==> src/rtl/cp0_timer_ctrl.sv <==
// rtl/cp0_timer_ctrl.sv - MIPS coprocessor-0: status/cause/EPC, exception and interrupt arbitration, Count/Compare timer
module cp0_timer_ctrl #(
    parameter int          NUM_HWINT  = 6,
    parameter int          TIMER_LINE = 5,
    parameter int          TIMER_DIV  = 1,
    parameter logic [31:0] PRID_VAL   = 32'h1234_5678
) (
    input  logic                 clk,
    input  logic                 reset,
    input  logic [NUM_HWINT-1:0] hw_int,
    input  logic                 exc_valid,
    input  logic [4:0]           exc_code,
    input  logic                 is_bd,
    input  logic [31:0]          pc_m,
    input  logic [31:0]          bad_addr,
    input  logic                 eret,
    input  logic                 we,
    input  logic [4:0]           waddr,
    input  logic [31:0]          wdata,
    input  logic [4:0]           raddr,
    output logic [31:0]          rdata,
    output logic                 take,
    output logic [31:0]          epc_o,
    output logic                 exl_o
);

    localparam int              PW        = (TIMER_DIV > 1) ? $clog2(TIMER_DIV) : 1;
    localparam logic [PW-1:0]   PRESC_MAX = PW'(TIMER_DIV - 1);

    localparam logic [4:0] REG_BADVADDR = 5'd8;
    localparam logic [4:0] REG_COUNT    = 5'd9;
    localparam logic [4:0] REG_COMPARE  = 5'd11;
    localparam logic [4:0] REG_SR       = 5'd12;
    localparam logic [4:0] REG_CAUSE    = 5'd13;
    localparam logic [4:0] REG_EPC      = 5'd14;
    localparam logic [4:0] REG_PRID     = 5'd15;

    logic [7:0]    im_q, im_d;
    logic          ie_q, ie_d;
    logic          exl_q, exl_d;
    logic          bd_q, bd_d;
    logic          ti_q, ti_d;
    logic [5:0]    ip_hw_q, ip_hw_d;
    logic [1:0]    ip_sw_q, ip_sw_d;
    logic [4:0]    exccode_q, exccode_d;
    logic [31:0]   epc_q, epc_d;
    logic [31:0]   bva_q, bva_d;
    logic [31:0]   count_q, count_d;
    logic [31:0]   compare_q, compare_d;
    logic [PW-1:0] presc_q, presc_d;

    logic [5:0]    hw_ext;
    logic [5:0]    ti_vec;
    logic [5:0]    ip_hw_view;
    logic [7:0]    live_pend;
    logic          int_req;
    logic          mtc0;
    logic          count_wr;
    logic          tick;
    logic [31:0]   count_inc;
    logic [31:0]   pc_aligned;
    logic [31:0]   epc_new;

    assign hw_ext     = 6'(hw_int);
    assign ti_vec     = ti_q ? (6'd1 << TIMER_LINE) : 6'd0;
    assign ip_hw_view = ip_hw_q | ti_vec;

    // Pending uses live hw_int so an interrupt is accepted in the cycle it arrives.
    assign live_pend = {hw_ext | ti_vec, ip_sw_q};
    assign int_req   = (|(live_pend & im_q)) & ie_q & ~exl_q;
    assign take      = exc_valid | int_req;

    assign mtc0       = we & ~take;
    assign count_wr   = mtc0 && (waddr == REG_COUNT);
    assign tick       = (presc_q == PRESC_MAX);
    assign count_inc  = count_q + 32'd1;
    assign pc_aligned = pc_m & ~32'd3;
    assign epc_new    = is_bd ? (pc_aligned - 32'd4) : pc_aligned;

    assign epc_o = epc_q;
    assign exl_o = exl_q;

    always_comb begin
        rdata = 32'd0;
        case (raddr)
            REG_BADVADDR: rdata = bva_q;
            REG_COUNT:    rdata = count_q;
            REG_COMPARE:  rdata = compare_q;
            REG_SR:       rdata = {16'd0, im_q, 6'd0, exl_q, ie_q};
            REG_CAUSE:    rdata = {bd_q, ti_q, 14'd0, ip_hw_view, ip_sw_q, 1'b0, exccode_q, 2'b00};
            REG_EPC:      rdata = epc_q;
            REG_PRID:     rdata = PRID_VAL;
            default:      rdata = 32'd0;
        endcase
    end

    always_comb begin
        im_d      = im_q;
        ie_d      = ie_q;
        exl_d     = exl_q;
        bd_d      = bd_q;
        ti_d      = ti_q;
        ip_hw_d   = hw_ext;
        ip_sw_d   = ip_sw_q;
        exccode_d = exccode_q;
        epc_d     = epc_q;
        bva_d     = bva_q;
        count_d   = count_q;
        compare_d = compare_q;
        presc_d   = tick ? '0 : presc_q + 1'b1;

        if (tick) begin
            count_d = count_inc;
            if (!count_wr && (count_inc == compare_q)) begin
                ti_d = 1'b1;
            end
        end

        if (take) begin
            exccode_d = exc_valid ? exc_code : 5'd0;
            exl_d     = 1'b1;
            // A nested exception keeps the outer return point.
            if (!exl_q) begin
                epc_d = epc_new;
                bd_d  = is_bd;
            end
            if (exc_valid && (exc_code == 5'd4 || exc_code == 5'd5)) begin
                bva_d = bad_addr;
            end
        end else if (eret) begin
            exl_d = 1'b0;
            bd_d  = 1'b0;
        end

        if (mtc0) begin
            case (waddr)
                REG_COUNT: begin
                    count_d = wdata;
                    presc_d = '0;
                end
                REG_COMPARE: begin
                    compare_d = wdata;
                    ti_d      = 1'b0;
                end
                REG_SR: begin
                    im_d  = wdata[15:8];
                    exl_d = wdata[1];
                    ie_d  = wdata[0];
                end
                REG_CAUSE: ip_sw_d = wdata[9:8];
                REG_EPC:   epc_d   = wdata;
                default: ;
            endcase
        end
    end

    always_ff @(posedge clk) begin
        if (!reset) begin
            im_q      <= 8'd0;
            ie_q      <= 1'b0;
            exl_q     <= 1'b0;
            bd_q      <= 1'b0;
            ti_q      <= 1'b0;
            ip_hw_q   <= 6'd0;
            ip_sw_q   <= 2'd0;
            exccode_q <= 5'd0;
            epc_q     <= 32'd0;
            bva_q     <= 32'd0;
            count_q   <= 32'd0;
            compare_q <= 32'hFFFF_FFFF;
            presc_q   <= '0;
        end else begin
            im_q      <= im_d;
            ie_q      <= ie_d;
            exl_q     <= exl_d;
            bd_q      <= bd_d;
            ti_q      <= ti_d;
            ip_hw_q   <= ip_hw_d;
            ip_sw_q   <= ip_sw_d;
            exccode_q <= exccode_d;
            epc_q     <= epc_d;
            bva_q     <= bva_d;
            count_q   <= count_d;
            compare_q <= compare_d;
            presc_q   <= presc_d;
        end
    end

endmodule
==> config.mk <==
export PLATFORM = sky130hd
export DESIGN_NAME = cp0_timer_ctrl
export DESIGN_NICKNAME = d
export VERILOG_FILES = /design/src/rtl/cp0_timer_ctrl.sv
export SDC_FILE = /design/constraint.sdc
export NUM_CORES = 1
export LEC_CHECK = 0
export ABC_AREA = 0
export BUFFER_PORTS_ARGS = -buffer_cell sky130_fd_sc_hd__buf_4
export CAP_MARGIN = 20
export CORE_MARGIN = 2
export CORE_UTILIZATION = 50
export CTS_CLUSTER_SIZE = 30
export DETAILED_ROUTE_END_ITERATION = 6
export PLACE_DENSITY_LB_ADDON = 0.25
export REMOVE_ABC_BUFFERS = 1
export SYNTH_ARGS = -nofsm -noshare
export SYNTH_HDL_FRONTEND = slang
export SYNTH_SLANG_ARGS = --single-unit
==> constraint.sdc <==
create_clock -name clk -period 3.1 [get_ports clk]
set_input_delay 0.31 -clock clk [delete_from_list [all_inputs] [get_ports clk]]
set_output_delay 0.31 -clock clk [all_outputs]
set_load 0.01 [all_outputs]
==> impl_metrics.env <==
export IMPL_highest_layer="met4"
export IMPL_synthDistinctLibCells=65
export IMPL_slowest_stage="or4_4"
export IMPL_ios=189
export IMPL_cp_max_fo=8
export IMPL_grt_max_degree=65
export IMPL_cts_tree="done"
export IMPL_path_class="reg2reg"
export IMPL_ff2ff_setup_slack_ns=0.18
export IMPL_antenna_diode_count=0
export IMPL_crit_buf_inv=0
export IMPL_ys_flop_type="dfxtp_1"
export IMPL_htree_num_levels=4
export IMPL_rsz0062_at_grt="false"
export IMPL_cts_hold_buf=0
export IMPL_die_area_mm2=0.0182
export IMPL_p_leak_nw=4.64
export IMPL_yosys_warnings=0
export IMPL_die_x_um=135
export IMPL_critPathMaxStageDelay_ns=0.60
export IMPL_wirelength_um=28100
export IMPL_met2WireLength_um=13000
export IMPL_cp_arrival_ns=3.27
export IMPL_final_common_cell="buf_4"
export IMPL_place_area_mm2=0.0102
export IMPL_antenna_found_initial=0
export IMPL_grt_pass1_wl_um=44000
export IMPL_globalRouteOverflowTotal=0
export IMPL_power_density_mw_per_mm2=457
export IMPL_most_common_layout_cells="226 x buf_4, 202 x nand2_1, 152 x dfxtp_1, 71 x nand3_1"
export IMPL_post_route_min_period_ns=2.92
export IMPL_vias=8858
export IMPL_ant_nets=0
export IMPL_hpwl_um=19700
export IMPL_outcome="complete, no violations"
export IMPL_cts_inserted_buffers=17
export IMPL_worstPathRequired_ns=3.45
export IMPL_worstReg2RegStart="count_q[0]"
export IMPL_synthArstFlopShare_pct=0
export IMPL_slew_headroom_pct=59.5
export IMPL_port_buffers=186
export IMPL_min_to="ip_hw_q[5]"
export IMPL_synth_adder_area_share_pct=0.293
export IMPL_stdcell_count=1464
export IMPL_route_met3_wl_um=2570
export IMPL_worstHoldPathCells=2
export IMPL_worst_r2r_endpoint="ti_q"
export IMPL_slew_violations=0
export IMPL_synth_edf_count=0
export IMPL_clk_latency_ns=0.42
export IMPL_drtIter0Drc=921
export IMPL_nNetsFinal=1358
export IMPL_drc_errors=0
export IMPL_vias_per_cell=6.05
export IMPL_endpoint_kind="register"
export IMPL_synth_area_per_cell_um2=8.00
export IMPL_fillers=1440
export IMPL_place_inst=1433
export IMPL_worstPathCellList="ha_1 -> nand3_1 -> or4_4 -> nor3_4 -> nor3b_2 -> a2111oi_4 -> nand4_1 -> or4_1 -> o21ai_1"
export IMPL_grtUsageTotal_pct=30.8
export IMPL_fmax_mhz=342
export IMPL_irDropWorstVdd_mv=0.449
export IMPL_core_area_mm2=0.0166
export IMPL_num_rows=47
export IMPL_start_util_pct=51.4
export IMPL_cap_violations=0
export IMPL_synth_simple_area_share_pct=27.4
export IMPL_worst_pin_slew_ns=0.607
export IMPL_drive_gt1_share_pct=22.7
export IMPL_areaGrowthSynthToFinish_pct=27.5
export IMPL_fin_worst_skew_ns=0.00841
export IMPL_die_height_um=135
export IMPL_dr_pass1_iters=5
export IMPL_critPathLaunchType="register"
export IMPL_muxShareOfSynthArea_pct=1.77
export IMPL_ys_ff_latch=153
export IMPL_yosysSeqAreaShare_pct=35.8
export IMPL_fin_util_pct=65.5
export IMPL_synth_xor_area_share_pct=7.58
export IMPL_clock_sinks=153
export IMPL_root_buffer="clkbuf_16"
export IMPL_synth_top_family_by_area="simple AND/OR/NAND/NOR gates"
export IMPL_first_global_vias=8220
export IMPL_design_area_mm2=0.0109
export IMPL_reg2reg_depth=9
export IMPL_postSynthCellCount=1069
export IMPL_synth_area_mm2=0.00855
export IMPL_finalSetupViolCount=0
export IMPL_min_path_type="in2reg"
export IMPL_synth_compound_area_share_pct=22.5
export IMPL_routedLengthMet1_um=11700
export IMPL_final_hold_viol_count=0
export IMPL_hold_start="hw_int[5]"
export IMPL_timing_final_crit_share_pct=94.3
export IMPL_setup_tns_ns=0
export IMPL_routedWlPerCell_um=19.2
export IMPL_cts_buffer_depth=2
export IMPL_crit_family="simple AND/OR/NAND/NOR gates"
export IMPL_path_clk_slew_ns=0.06
export IMPL_gp_congestion=0.892
[worst max path at each step]
stage | startpoint | endpoint | cells after the start
after floorplan | im_q[1] | epc_o[29] | 7
after global placement | count_q[0] | ti_q | 9
after detailed placement | count_q[0] | ti_q | 9
after CTS | count_q[8] | ti_q | 8
after global routing | count_q[0] | ti_q | 9
final | count_q[0] | ti_q | 9
[kinds of logic after synthesis]
logic type,after synthesis
buf+inv,92
simple gates,482
flops,153
xor+xnor,74
fa+ha+maj,2
mux,15
compound gates,251
[power breakdown]
group | switching (mW) | internal [mW] | total [mW] | leakage, nW
sequential | 0.0514 | 2.02 | 2.08 | 1.24
clock | 0.811 | 1.52 | 2.34 | 0.328
combinational | 0.290 | 0.286 | 0.576 | 3.07
total | 1.15 | 3.83 | 4.99 | 4.64
[through the flow]
stage	hold WS (ns)	power, mW	setup WS [ns]
floorplan	0.382	2.34	-1.87
global placement	0.452	2.68	0.269
detailed placement	0.458	2.69	0.226
CTS	0.0929	4.99	0.199
global route	0.0964	5.16	0.0124
finish	0.101	4.99	0.178
[Yosys cell counts, types with 3 or more instances]
master	count	share of area, %
a211oi_1	28	2.5
a21boi_0	33	2.9
a21oi_1	33	1.9
a221o_1	10	1.2
a222oi_1	10	1.2
a22o_1	12	1.2
a22oi_1	35	3.1
a311oi_1	3	0.31
a31o_2	3	0.31
a31oi_1	3	0.22
and2_1	7	0.51
and3_1	5	0.37
buf_2	5	0.29
buf_4	3	0.26
buf_6	5	0.66
clkbuf_1	67	2.9
dfxtp_1	153	36
inv_1	10	0.44
mux2i_1	14	1.6
nand2_1	202	8.9
nand2b_1	6	0.44
nand3_1	71	4.2
nand4_1	17	1.2
nor2_1	54	2.4
nor2b_1	45	3.3
nor3_1	20	1.2
nor3b_1	7	0.61
nor4_1	19	1.4
o211a_1	33	3.9
o21ai_0	28	1.6
or2_2	3	0.22
or3_1	7	0.51
or4_1	4	0.35
xnor2_1	53	5.4
xor2_1	21	2.2
[worst register-to-register path, stage by stage (launching register included)]
cell	delay [ns]
dfxtp_1	0.33
ha_1	0.26
nand3_1	0.17
or4_4	0.60
nor3_4	0.29
nor3b_2	0.10
a2111oi_4	0.32
nand4_1	0.13
or4_1	0.53
o21ai_1	0.12
[state kept, by name (all words and copies together), names as in the netlist, 2 cells and up]
register and flops:
exccode_q 5, im_q 8, count_q 32, epc_o 32
compare_q 32, ip_hw_q 6, ip_sw_q 2, bva_q 32
[cell type report]
| type | count | area [µm²] | area share [%] |
|---|---|---|---|
| Clock buffer | 22 | 494 | 4.53 |
| Tap cell | 220 | 275 | 2.52 |
| Timing Repair Buffer | 227 | 1720 | 15.7 |
| Inverter | 10 | 37.5 | 0.344 |
| Sequential cell | 153 | 3060 | 28.1 |
| Clock inverter | 8 | 165 | 1.51 |
| Multi-Input combinational cell | 824 | 5150 | 47.3 |
[layer usage]
metal  vias to the layer above  track usage (%)
li1                       4177                -
met1                      4193             41.3
met2                       433             49.4
met3                        55             6.31
met4                         0             10.5
met5                         -                0
[timing repair]
item	in CTS	in global routing
setup endpoints to repair	0	1
buffers inserted	0	1
gates resized for setup	0	2
Note: power is estimated with default switching activity, not from simulation.
